==> config.mk <==
export PLATFORM = sky130hd
export DESIGN_NAME = ydemux2_buf
export DESIGN_NICKNAME = d
export VERILOG_FILES = /design/src/rtl/ydemux_pkg.sv /design/src/rtl/ydemux_fifo.sv /design/src/rtl/ydemux2_buf.sv
export SDC_FILE = /design/constraint.sdc
export NUM_CORES = 1
export LEC_CHECK = 0
export BUFFER_PORTS_ARGS = -buffer_cell sky130_fd_sc_hd__buf_2
export CAP_MARGIN = 20
export CORE_ASPECT_RATIO = 1.25
export CORE_MARGIN = 5
export CORE_UTILIZATION = 30
export CTS_CLUSTER_SIZE = 30
export DETAILED_ROUTE_END_ITERATION = 7
export GPL_TIMING_DRIVEN = 1
export SLEW_MARGIN = 20
export SYNTH_ARGS = -nofsm -noshare
export SYNTH_HDL_FRONTEND = slang
export SYNTH_HIERARCHICAL = 1
export SYNTH_SLANG_ARGS = --single-unit
==> constraint.sdc <==
create_clock -name clk -period 5.9 [get_ports clk]
set_input_delay 1.77 -clock clk [delete_from_list [all_inputs] [get_ports clk]]
set_output_delay 1.77 -clock clk [all_outputs]
set_load 0.05 [all_outputs]
==> src/rtl/ydemux_pkg.sv <==
// Shared defaults and helpers for the buffered 1-to-2 stream demultiplexer.
package ydemux_pkg;

  localparam int YDEMUX_W     = 2;
  localparam int YDEMUX_DEPTH = 2;
  localparam int YDEMUX_CW    = 8;

  // Pointer width for a power-of-two FIFO depth (depth >= 2).
  function automatic int ptr_w(input int depth);
    return $clog2(depth);
  endfunction

endpackage

==> src/rtl/ydemux_fifo.sv <==
// Single W x DEPTH FIFO with occupancy counter; head word is presented combinationally
// from storage, and storage is cleared on reset so the head reads 0 afterwards.
module ydemux_fifo
  import ydemux_pkg::*;
#(
  parameter int W     = YDEMUX_W,
  parameter int DEPTH = YDEMUX_DEPTH
) (
  input  logic         clk,
  input  logic         reset,
  input  logic         push,
  input  logic         pop,
  input  logic [W-1:0] wdata,
  output logic [W-1:0] rdata,
  output logic         full,
  output logic         empty
);

  localparam int PW = ptr_w(DEPTH);

  logic [PW-1:0] wr_ptr;
  logic [PW-1:0] rd_ptr;
  logic [PW:0]   occ;
  logic [W-1:0]  mem [DEPTH];
  logic          do_push;
  logic          do_pop;

  assign full    = (occ == (PW+1)'(DEPTH));
  assign empty   = (occ == '0);
  assign do_push = push && !full;
  assign do_pop  = pop && !empty;
  assign rdata   = mem[rd_ptr];

  // Pointers wrap naturally because DEPTH is a power of two.
  always_ff @(posedge clk) begin
    if (reset) begin
      wr_ptr <= '0;
      rd_ptr <= '0;
      occ    <= '0;
      for (int i = 0; i < DEPTH; i++) mem[i] <= '0;
    end else begin
      if (do_push) begin
        mem[wr_ptr] <= wdata;
        wr_ptr      <= wr_ptr + 1'b1;
      end
      if (do_pop) rd_ptr <= rd_ptr + 1'b1;
      case ({do_push, do_pop})
        2'b10:   occ <= occ + 1'b1;
        2'b01:   occ <= occ - 1'b1;
        default: occ <= occ;
      endcase
    end
  end

endmodule

==> src/rtl/ydemux2_buf.sv <==
// Buffered 1-to-2 stream demultiplexer: in_sel routes each word into one of two FIFOs.
// Optional per-output transfer counters cnt0/cnt1 are built when YDEMUX2_BUF_STATS_EN is defined.
module ydemux2_buf
  import ydemux_pkg::*;
#(
  parameter int W     = YDEMUX_W,
  parameter int DEPTH = YDEMUX_DEPTH,
  parameter int CW    = YDEMUX_CW
) (
  input  logic          clk,
  input  logic          reset,
  input  logic [W-1:0]  in_data,
  input  logic          in_sel,
  input  logic          in_valid,
  output logic          in_ready,
  output logic [W-1:0]  out0_data,
  output logic          out0_valid,
  input  logic          out0_ready,
  output logic [W-1:0]  out1_data,
  output logic          out1_valid,
  input  logic          out1_ready
`ifdef YDEMUX2_BUF_STATS_EN
  ,
  output logic [CW-1:0] cnt0,
  output logic [CW-1:0] cnt1
`endif
);

  if (DEPTH < 2 || (DEPTH & (DEPTH - 1)) != 0 || CW < 1) begin : g_param_chk
    $error("ydemux2_buf: DEPTH must be a power of two >= 2 and CW >= 1");
  end

  logic full0, full1;
  logic empty0, empty1;
  logic accept;
  logic push0, push1;
  logic pop0, pop1;

  // in_ready depends only on the addressed FIFO, never on in_valid or the consumers.
  assign in_ready   = in_sel ? !full1 : !full0;
  assign accept     = in_valid && in_ready;
  assign push0      = accept && !in_sel;
  assign push1      = accept &&  in_sel;
  assign out0_valid = !empty0;
  assign out1_valid = !empty1;
  assign pop0       = out0_valid && out0_ready;
  assign pop1       = out1_valid && out1_ready;

  ydemux_fifo #(.W(W), .DEPTH(DEPTH)) u_fifo0 (
    .clk   (clk),
    .reset (reset),
    .push  (push0),
    .pop   (pop0),
    .wdata (in_data),
    .rdata (out0_data),
    .full  (full0),
    .empty (empty0)
  );

  ydemux_fifo #(.W(W), .DEPTH(DEPTH)) u_fifo1 (
    .clk   (clk),
    .reset (reset),
    .push  (push1),
    .pop   (pop1),
    .wdata (in_data),
    .rdata (out1_data),
    .full  (full1),
    .empty (empty1)
  );

`ifdef YDEMUX2_BUF_STATS_EN
  // Free-running transfer counters; wrap modulo 2^CW.
  always_ff @(posedge clk) begin
    if (reset) begin
      cnt0 <= '0;
      cnt1 <= '0;
    end else begin
      if (pop0) cnt0 <= cnt0 + 1'b1;
      if (pop1) cnt1 <= cnt1 + 1'b1;
    end
  end
`endif

endmodule

After elaboration in Yosys (flattened, before gate mapping). Memories as Yosys holds them, arrays and structs flattened. A register that Yosys moved wholly into a read port is not among the register bits. Cells that the tools add are included.

Add/subtract/negate cells: 8. Reductions and logical operators: 20. Eq/ne operators: 6. Mux-type cells: 21.

Operators by type and width (count): 1-bit two-way mux (17); 1-bit logical AND (9); 2-bit == test, second input constant (4); 2-bit one-hot mux with 2 select lines (2); 1-bit zero test (5); 1-bit adder, second input constant (4); 2-bit by 1-bit adder with 2-bit output, second input constant (2); 2-bit by 1-bit == test with 1-bit output, second input constant (2); 2-bit zero test (2); 2-bit two-way mux (2); 2-bit nonzero test (2); 2-bit OR reduction (2); 2-bit by 1-bit subtractor with 2-bit output, second input constant (2).

Register bits: 8. Bits in writable memories: 8. Bits of input ports: 8. Output and inout port bits: 7. Word-level logic and storage cells: 63. Memories kept: 2.

Memories: u_fifo0.mem (depth 2, bits a word 2, rd ports 1, clocked after memory_dff 1, write ports 2, RTL line ydemux_fifo.sv:24) `logic [W-1:0] mem [DEPTH];`; u_fifo1.mem (depth 2, bits a word 2, rd ports 1, clocked after memory_dff 1, write ports 2, RTL line ydemux_fifo.sv:24).

Depth between registers and ports, before layout.
Word-level depth: 11. Mapped depth: 8. Gate-level depth less buffers: 8.

Cells and area by module. Netlist, hierarchy kept.

By module, submodules not included: ydemux_fifo (instances 2, cells each 40, area each 419.2 sq um, sequential area each 220.2 sq um); ydemux2_buf (instances 1, cells each 7, area each 46.3 sq um, sequential area each 0.0 sq um).

Worst setup path after synthesis. No wires, ideal clock.

Kind: in2out. Start point: input port in_sel. End point: output port in_ready. Stages: 1. Setup slack: 1.514 ns. Path buffers: 0. Data arrival time: 2.616 ns. Data required time: 4.130 ns. Cells stage by stage: mux2i_1.

Word-level cells in the longest chain between the ends: 1.

Ends and longest elaborated chain: start: declaration (RTL line ydemux2_buf.sv:13) `input logic in_sel,`; 1-bit two-way mux (RTL line ydemux2_buf.sv:40) `assign in_ready = in_sel ? !full1 : !full0;`; end: declaration (RTL line ydemux2_buf.sv:15) `output logic in_ready,`.

No other way between the ends.

Final worst setup path. Ends and elaborated chain as after synthesis.

==> results.ini <==
[detailed_routing]
via_count = 637
routedWlPerCell_um = 10.7
drc = 0
postRouteAntennaNets = 0
drt-pass1-iter-count = 4
drt-initial-drc-count = 17
routed_wl_mm = 1.49
vias_per_cell = 4.58

[clock_tree]
postCtsHoldBufs = 0
clk_pin_slew_worst_paths_ns = 0.09
cts_max_level = 1
cts-resized-gates = 0
clkSinkCount = 18
tritoncts = yes
cts_setup_buffers = 0
clock-root-buffer = clkbuf_4
insertion_delay_ns = 0.29
cts_buffers = 3
cts_buffer_depth = 2

[pwr]
switching_share = 0.314
switching_power_w = 0.0000850
seq_power_share = 0.541
ir_drop_mv = 0.111
p_int_w = 0.000186
p_clk_frac = 0.224
powerDensity_nw_per_um2 = 266
leakagePower_nw = 0.407
pwr-share-comb = 0.235

[timing]
setup_viol = 0
fmaxAchievable_mhz = 245
finalMaxSlewViolations = 0
slew-limit-headroom = 0.649
setup_ws_ns = 1.81
final_hold_viol_count = 0
clock_skew_ns = 0.00611
tightest_slew_ns = 0.525
tns_ns = 0
rsz0062_at_grt = no
timing.final.crit_share = 0.693
final.min_clock_period_ns = 4.09

[layout]
final_cell_area_sq_um = 1020
final_cell_mix = buf_2 (14), nor2_1 (12), dfxtp_1 (10)
diodes = 0
area_growth_pct = 15.1
drive_gt1_frac = 0.282
final_common_cell = buf_2
fillers = 305
nets = 114

[critical_path]
slowest_stage = buf_2
critPathMaxFanout = 3
worstPathRequired_ns = 4.13
cp.arrival_ns = 2.32
critical_path.top_delay_family = buffers and inverters
critPathMaxStageDelay_ns = 0.27
critical_path_class = input port to primary output
crit_chain = buf_2 -> mux2i_1 -> buf_2
start_kind = input port
path_buf_inv = 2
critPathCaptureType = primary output
crit_top_cell = buf_2

[global_routing]
antenna_found_initial = 0
grt_pass1_vias = 636
grt_max_degree = 21
grt_use_total = 0.0798
grt_overflow_total = 0
grt_pass1_wl_mm = 2.57

[yosys]
avgSynthCellArea_sq_um = 10.2
synth_cells = 87
synth_top_family_by_area = simple AND/OR/NAND/NOR gates
synth_cell_types = 25
synth-xor-area-share = 0.0594
synthFlopType = dfxtp_1
synth-seq-area-share = 0.498
yosys.area_share.simple = 0.228
syn_area_sq_um = 885
ys_warn_count = 6
synthMuxAreaShare = 0.0622
synth_edf_count = 8
synth_top_cell_by_area = edfxtp_1
ys_ff_latch = 18
async_reset_ff_frac = 0
synth_compound_area_frac = 0.0849
yosysTopAreaCellShare = 0.272
synthAdderAreaFrac = 0.0283
syn_nets = 97
synthTopCellsByArea = edfxtp_1 (27%), dfxtp_1 (23%), mux2_2 (5.1%)

[place]
dp_slack_ns = 1.81
portBuffers = 14
place_area_sq_um = 992
hpwl_mm = 1.16
place_congestion = 0.769

[run]
drv_cap = 0

[floorplanning]
dieArea_sq_um = 4140
die_w_um = 58.6
core_area_sq_um = 2890
initial_utilization = 0.306
num_io_pins = 15
die_h_um = 70.7
fp-row-count = 22

[hold_path]
hp-class = flop to flop

[status]
status = finished, final reports clean

Yosys cell counts (all sizes together), types with 4 or more instances:
cell type,number
a21oi,4
o21ai,4
nand2,6
dfxtp,10
xnor2,4
inv,6
edfxtp,8
nor4,4
nand2b,4
mux2,4
or3,4
nor2,12
power by group through the flow:
stage / logic (W) / clock network [W] / registers [W]
final: 0.0000637 / 0.0000607 / 0.000147
after floorplan: 0.0000521 / 0 / 0.000148
after detailed placement: 0.0000643 / 0 / 0.000150
after CTS: 0.0000646 / 0.0000641 / 0.000147
after global placement: 0.0000632 / 0 / 0.000149
after global routing: 0.0000694 / 0.0000689 / 0.000149
cells by family (layout without fill, tap and decap cells):
family | Yosys count | count (layout)
simple gates | 36 | 36
flops | 18 | 18
compound gates | 12 | 12
buf+inv | 8 | 24
xor+xnor | 6 | 6
mux | 5 | 5
fa+ha+maj | 2 | 2
tightest hold or removal path, delay by kind of cell (launching register included):
kind,cells,cell delay [ns]
xor+xnor,1,0.08
simple gates,1,0.07
flops,1,0.34
per-layer routing:
layer	track usage	wire [um]
met1	0.0932	675
met5	0	0
met3	0.0164	62
met4	0.0529	14
met2	0.129	732
layout make-up:
class | instances | area (sq um) | area share
multi-input combinational | 61 | 409 | 0.402
tap | 36 | 45.0 | 0.0442
sequential | 18 | 440 | 0.432
clock buffer | 3 | 22.5 | 0.0221
clock inverter | 1 | 3.75 | 0.00369
inverter | 6 | 27.5 | 0.0270
timing repair buffer | 14 | 70.1 | 0.0688
stage by stage:
step,instances,utilization,power (W),hold slack [ns]
finish,139,0.352,0.000271,0.520
global route,139,0.352,0.000287,0.559
CTS,139,0.352,0.000276,0.528
detailed placement,135,0.343,0.000214,0.503
global placement,135,0.343,0.000213,0.499
floorplan,87,-,0.000200,0.480
worst paths after layout:
check	startpoint	slack [ns]	depth (start not counted)	to
max	in_sel	1.81	3	in_ready
min	u_fifo0/rd_ptr	0.52	2	flop
max reg2reg	u_fifo0/occ[0]	3.74	7	u_fifo0/occ[1]
min reg2reg	u_fifo0/rd_ptr	0.52	2	flop
No activity file was read; power rests on OpenSTA's default activity.
